File: src/rtl/cpu_types_pkg.sv
// Shared CPU types: machine word, fetch sequencer states and word-size constants.
package cpu_types_pkg;

   typedef logic [31:0] word_t;

   typedef enum logic [1:0] {
      BOOT,
      FETCH,
      DRAIN,
      HALTED
   } fetch_state_t;

   localparam int WORD_BYTES = 4;

   // Clears the byte-offset bits so every loaded PC is word aligned.
   function automatic word_t alignWord(input word_t addr);
      return addr & ~word_t'(WORD_BYTES - 1);
   endfunction

endpackage

File: src/rtl/fetch_ctrl.sv
// Instruction-fetch sequencer: owns the PC and the imem read handshake, and
// hands one registered instruction at a time to decode.
module fetch_ctrl
   import cpu_types_pkg::*;
#(
   parameter word_t PC_INIT = 32'h0
) (
   input  logic        CLK,
   input  logic        nRST,
   input  logic        ihit,
   input  logic [31:0] imemload,
   output logic        imemREN,
   output logic [31:0] imemaddr,
   input  logic        stall,
   input  logic        redir_valid,
   input  logic [31:0] redir_target,
   input  logic        halt,
   output logic [31:0] instr,
   output logic        instr_valid,
   output logic        halted
);

   fetch_state_t state_q, state_d;
   word_t        pc_q, pc_d;
   word_t        instr_q, instr_d;
   logic         instrValid_q, instrValid_d;
   word_t        pendPc_q, pendPc_d;
   logic         pendHalt_q, pendHalt_d;

   logic         canAccept;
   logic         consumed;
   word_t        redirAligned;

   assign canAccept    = !instrValid_q || !stall;
   assign consumed     = instrValid_q && !stall;
   assign redirAligned = alignWord(redir_target);

   // pc only moves once an access completes, so in DRAIN it still names the
   // outstanding address.
   assign imemaddr    = pc_q;
   assign instr       = instr_q;
   assign instr_valid = instrValid_q;
   assign halted      = (state_q == HALTED);

   always_ff @(posedge CLK or negedge nRST) begin
      if (!nRST) begin
         state_q      <= BOOT;
         pc_q         <= PC_INIT;
         instr_q      <= '0;
         instrValid_q <= 1'b0;
         pendPc_q     <= '0;
         pendHalt_q   <= 1'b0;
      end else begin
         state_q      <= state_d;
         pc_q         <= pc_d;
         instr_q      <= instr_d;
         instrValid_q <= instrValid_d;
         pendPc_q     <= pendPc_d;
         pendHalt_q   <= pendHalt_d;
      end
   end

   always_comb begin
      state_d      = state_q;
      pc_d         = pc_q;
      instr_d      = instr_q;
      instrValid_d = instrValid_q;
      pendPc_d     = pendPc_q;
      pendHalt_d   = pendHalt_q;
      imemREN      = 1'b0;

      case (state_q)
         BOOT: begin
            state_d = FETCH;
         end

         FETCH: begin
            imemREN = canAccept;
            if (halt) begin
               instrValid_d = 1'b0;
               if (canAccept && !ihit) begin
                  pendHalt_d = 1'b1;
                  state_d    = DRAIN;
               end else begin
                  state_d = HALTED;
               end
            end else if (redir_valid) begin
               instrValid_d = 1'b0;
               if (canAccept && !ihit) begin
                  pendPc_d = redirAligned;
                  state_d  = DRAIN;
               end else begin
                  pc_d = redirAligned;
               end
            end else if (ihit && canAccept) begin
               instr_d      = imemload;
               instrValid_d = 1'b1;
               pc_d         = pc_q + word_t'(WORD_BYTES);
            end else if (consumed) begin
               instrValid_d = 1'b0;
            end
         end

         DRAIN: begin
            imemREN      = 1'b1;
            instrValid_d = 1'b0;
            if (redir_valid) begin
               pendPc_d = redirAligned;
            end
            if (halt) begin
               pendHalt_d = 1'b1;
            end
            // The returning word belongs to the abandoned stream, so drop it.
            if (ihit) begin
               pc_d    = pendPc_d;
               state_d = pendHalt_d ? HALTED : FETCH;
            end
         end

         HALTED: begin
            instrValid_d = 1'b0;
         end

         default: begin
            state_d = BOOT;
         end
      endcase
   end

endmodule
File: config.mk
export PLATFORM = sky130hd
export DESIGN_NAME = fetch_ctrl
export DESIGN_NICKNAME = d
export VERILOG_FILES = /design/src/rtl/cpu_types_pkg.sv /design/src/rtl/fetch_ctrl.sv
export SDC_FILE = /design/constraint.sdc
export NUM_CORES = 1
export LEC_CHECK = 0
export ABC_AREA = 1
export BUFFER_PORTS_ARGS = -buffer_cell sky130_fd_sc_hd__buf_4
export CORE_AREA = 10 10 116 118
export DETAILED_ROUTE_END_ITERATION = 10
export DIE_AREA = 0 0 126 128
export PLACE_DENSITY = 0.75
export SYNTH_ARGS = -nofsm -noshare
export SYNTH_HDL_FRONTEND = slang
export SYNTH_SLANG_ARGS = --single-unit
File: constraint.sdc
create_clock -name CLK -period 1.85 [get_ports CLK]
set_clock_uncertainty 0.15 [all_clocks]
set_input_delay 0.0925 -clock CLK [delete_from_list [all_inputs] [get_ports CLK]]
set_output_delay 0.0925 -clock CLK [all_outputs]
set_load 0.1 [all_outputs]
=== After elaboration in Yosys (flattened, before gate mapping) ===
Cells that the tools add are included.

* Flip-flop bits (word level): 100
* Input port bits: 70
* Output and inout bits: 67

* Reductions and logical operators: 18
* Multiplexer cells: 29
* Bitwise gates (word level): 2
* Add/sub/neg operators: 1
* Equal/unequal tests: 13

{| class="wikitable"
|+ Operators with widths
! cell !! count
|-
| $mux W32 || 9
|-
| $pmux W32 S2 || 2
|-
| $add A32 B3 Y32 const B || 1
|-
| $ne A3 B3 Y1 const B || 4
|-
| $reduce_and A4 Y1 || 3
|-
| $mux W2 || 5
|-
| $ne A2 B2 Y1 const B || 5
|-
| $mux W1 || 9
|-
| $pmux W1 S2 || 3
|-
| $pmux W2 S3 || 1
|-
| $ne A5 B5 Y1 const B || 1
|-
| $reduce_and A5 Y1 || 1
|-
| $eq A2 B2 Y1 const B || 2
|-
| $reduce_bool A2 Y1 || 2
|-
| $logic_and A1 B1 Y1 || 3
|-
| $logic_not A1 Y1 || 3
|-
| $reduce_and A3 Y1 || 1
|-
| $reduce_bool A3 Y1 || 1
|-
| $eq A2 B1 Y1 const B || 1
|-
| $logic_not A2 Y1 || 1
|-
| $not A1 Y1 || 2
|-
| $reduce_and A2 Y1 || 1
|-
| $reduce_or A2 Y1 || 1
|-
| $logic_or A1 B1 Y1 || 1
|}

=== Depth between registers and ports, before layout ===
* Depth after elaboration: 7
* Mapped depth: 11

=== Least setup slack after synthesis ===
OpenSTA, ideal clock, no wires.

* Path type: register to output
* Start: register instrValid_q, in the netlist instr_valid
* End: output imemREN
* Setup slack: -922 ps
* Arrival: 2529 ps
* Stages on the path, launching flop included: 4
* Required time: 1607 ps
* Path buffers: 0
* Path through: dfrtp_1 -> nand2_2 -> inv_1 -> a21oi_1

* Word-level cells in the longest chain between the ends: 3

{| class="wikitable"
|+ RTL lines
! item !! RTL line !! text
|-
| start: declaration || fetch_ctrl.sv:26 || <nowiki>logic instrValid_q, instrValid_d;</nowiki>
|-
| start signal: assignment || fetch_ctrl.sv:57 || <nowiki>instrValid_q <= instrValid_d;</nowiki>
|-
| $logic_not A1 Y1 || fetch_ctrl.sv:34 || <nowiki>assign canAccept = !instrValid_q || !stall;</nowiki>
|-
| $logic_or A1 B1 Y1 || fetch_ctrl.sv:34 ||
|-
| $pmux W1 S2 || fetch_ctrl.sv:72 || <nowiki>case (state_q)</nowiki>
|-
| end: declaration || fetch_ctrl.sv:12 || <nowiki>output logic imemREN,</nowiki>
|}

Every way passes these cells.

=== Worst setup path in the final report ===
* Start: register instrValid_q, in the netlist instr_valid
* End: register pendPc_q[20]

* Word-level cells in the longest chain between the ends: 5

{| class="wikitable"
|+ RTL lines
! item !! RTL line !! text
|-
| $logic_not A1 Y1 || fetch_ctrl.sv:34 ||
|-
| $logic_or A1 B1 Y1 || fetch_ctrl.sv:34 ||
|-
| $logic_and A1 B1 Y1 || fetch_ctrl.sv:89 || <nowiki>if (canAccept && !ihit) begin</nowiki>
|-
| $ne A2 B2 Y1 (no source line) || n/a ||
|-
| $reduce_and A4 Y1 (no source line) || n/a ||
|-
| end signal: assignment || fetch_ctrl.sv:58 || <nowiki>pendPc_q <= pendPc_d;</nowiki>
|-
| end: declaration || fetch_ctrl.sv:27 || <nowiki>word_t pendPc_q, pendPc_d;</nowiki>
|}

Every way passes these cells.
A chain may end at the register's enable or synchronous reset.

==> results.md <==
* Slowest CP cell: dfrtp_4
* Register area at ~2500 um2
* Worst hold slack at 19.0 ps
* CTS H-tree lvls at 3
* Top-count cell post-synth: nand2_1
* Fin nets at 966
* DRC at 0
* CTS sink cnt at 100
* Global placer's final weighted congestion at a little over 0.9
* DRT Pass-1 Iters at 6
* Final Hold Fails at 0
* Antenna-violating nets left at 0
* CP Cell Sequence: nand2_4 -> inv_1 -> nor2_1 -> nor2_2 -> nor3_2 -> nand2_2 -> buf_4 -> clkinvlp_4 -> nand2_1 -> o21ai_1
* Commonest cells in the netlist: nand2_1, dfrtp_1, nor2_1
* Critical path's largest stage delay at ~500 ps
* CTS clk-pin slew, worst paths at about 70 ps
* Post-Route WL at around 19,000 um
* Setup WS pre-CTS at -83.9 ps
* Share of layout cells above drive strength 1 at ~31%
* Min cycle time layout at approximately 2000 ps
* Vias at 5,601
* Status: finished, violations left
* Mapped cell area at 5270 um2
* Violated checks: setup timing
* Congestion Overflow GR at 0
* Register bit total from synthesis at 100
* Nature of the critical path endpoint: register
* Max_slew headroom at between 70 and 80%
* Clock Path Buffers at 2
* Cells after Synth at 656
* Most used DFF post-synth: dfrtp_1
* Initial antenna violation count at 5
* Die area at 16,100 um2
* GRT Resource Usage Total at 21.7%
* Area delta synth->final at 51.2%
* Routed len/inst at about 18 um
* Synth warn at 0
* Synth top area cells: dfrtp_1, nand2_1, mux2_1
* Cell Rows at 39
* CTS tree: done
* Pin count of the biggest net entering global routing at 50
* HPWL Detailed at 12,100 um
* Clock latency at the later pin of the worst-skew pair at around 350 ps
* Final setup margin at -166 ps
* Fmax at between 400 and 500 MHz
* Die Y at 128 um
* CP startpoint kind: register
* Yosys top cell area share at 47.5%
* EDFF count, synth at 0
* Initial Util at 47.0%
* Root Driver: clkbuf_16
* Final slew viol count at 0
* Area of the multi-input gates at between 2000 and 2500 um2
* Mapped Avg Cell Area at ~8.0 um2
* Port Buffers at about 130
* Initial DRC Count at between 400 and 500
* Max-Cap Viols at 0
* Crit-path max FO at 7
* Finish-stage setup viols at 96
* Period utilization at 109%
* Hold WC Path Type: input port to register
* Critical path class: register to register
* Synth cell types at 31
* Global-route wire length before repair at 28,500 um
* Syn Nets at 731
* Core area at about 11,000 um2
* Io pins at 137
* Arr. time, crit path at 2140 ps
* Vias/cell at 5.36
* CP required at 1970 ps
* FFs w/ async S/R, synth at 100%
* Total CTS buffers at 9
* Die W at between 100 and 150 um
* Seq/Total Area, Yosys at between 40% and 50%
* Synth area leader: dfrtp_1
* Slew @ Worst Pin at 363 ps
* RSZ-0062 raised after global routing: yes
* Fillers at approximately 850
* Vias in the first global route at roughly 5,600
worst paths after layout:
check                      slack [ps]  depth (start not counted)               startpoint                  endpoint
min                                20                          3                     halt    pendHalt_q$_DFFE_PN0P_
max                              -170                         10  instr_valid$_DFFE_PN0P_  pendPc_q[20]$_DFFE_PN0P_
max reg2reg                      -170                         10  instr_valid$_DFFE_PN0P_  pendPc_q[20]$_DFFE_PN0P_
min reg2reg                       340                          1    instr[22]$_DFFE_PN0P_     instr[22]$_DFFE_PN0P_
max in group asynchronous         900                          3                     nRST  imemaddr[26]$_DFFE_PN0P_
min in group asynchronous          70                          2                     nRST     instr[22]$_DFFE_PN0P_
placed cells by master (no fill, tap or decap), drive strengths merged:
master / Yosys / layout
buf: 20 / 179
nand2: 157 / 157
dfrtp: 100 / 100
nor2: 93 / 93
o21ai: 77 / 77
inv: 76 / 75
dlygate4sd3: 0 / 65
nand3: 36 / 36
mux2: 32 / 32
a21oi: 28 / 28
clkbuf: 3 / 16
nor3: 8 / 8
diode: 0 / 5
a31oi: 5 / 5
ha: 5 / 5
a22oi: 4 / 4
nand4: 3 / 3
o211ai: 2 / 2
o21bai: 2 / 2
o22ai: 2 / 2
clkinvlp: 0 / 2
bufinv: 0 / 2
o2bb2ai: 1 / 1
o31ai: 1 / 1
o21a: 1 / 1
timing repair:
action	4_1_cts	5_1_grt
hold buffers	65	0
pin swaps	1	5
resized for setup	21	44
cloned	0	3
setup endpoints to repair	65	96
endpoints found under the hold margin	168	0
buffers inserted	3	7
area by class of cell:
cell class | count | area share, %
clock buffer | 14 | 3.19
timing repair buffer | 246 | 26.8
antenna | 5 | 0.157
timing repair inverter | 1 | 0.0942
clock inverter | 2 | 0.753
multi-input combinational | 457 | 31.1
inverter | 76 | 3.69
tap | 143 | 2.24
sequential | 100 | 32.0
flip-flops by register name, summed over array words and instances, names as in the netlist:
signal	cells
pendHalt_q	1
instr	32
state_q	2
pendPc_q	32
imemaddr	32
instr_valid	1
logic make-up after synthesis:
logic type / after synthesis / synth area share, %
AO/OA/AOI/OAI: 123 / 12.5
multiplexers: 32 / 6.84
flip-flops: 100 / 47.5
buffers and inverters: 99 / 8.76
adder cells (fa/ha/maj): 5 / 1.19
AND/OR/NAND/NOR: 297 / 23.3
through the flow:
step / TNS [ps] / cells / utilization, % / area [um2]
finish: -6300 / 1044 / 71.0 / 7970
global route: -12680 / 1044 / 71.0 / 7970
global placement: 0 / 947 / 59.7 / 6700
CTS: -52.2 / 1030 / 69.1 / 7760
floorplan: 0 / 656 / - / 5350
detailed placement: -1330 / 947 / 59.7 / 6700
critical path: cells and delay by family (launching register included):
| kind | cells | cell delay [ps] |
|---|---|---|
| simple gates | 6 | 780 |
| flops | 1 | 500 |
| buf+inv | 3 | 410 |
| compound gates | 1 | 100 |
layer usage:
metal	track usage [%]	vias to the layer above	part of all wire, %
met1	24.2	2678	37
met2	38.9	260	52
met3	2.94	63	5.7
li1	-	2600	-
met4	12.5	0	4.6
met5	0	-	0
Power is left out: the tool's default activity adds up to more than one toggle a clock period on the data nets, which glitch-free logic cannot reach.
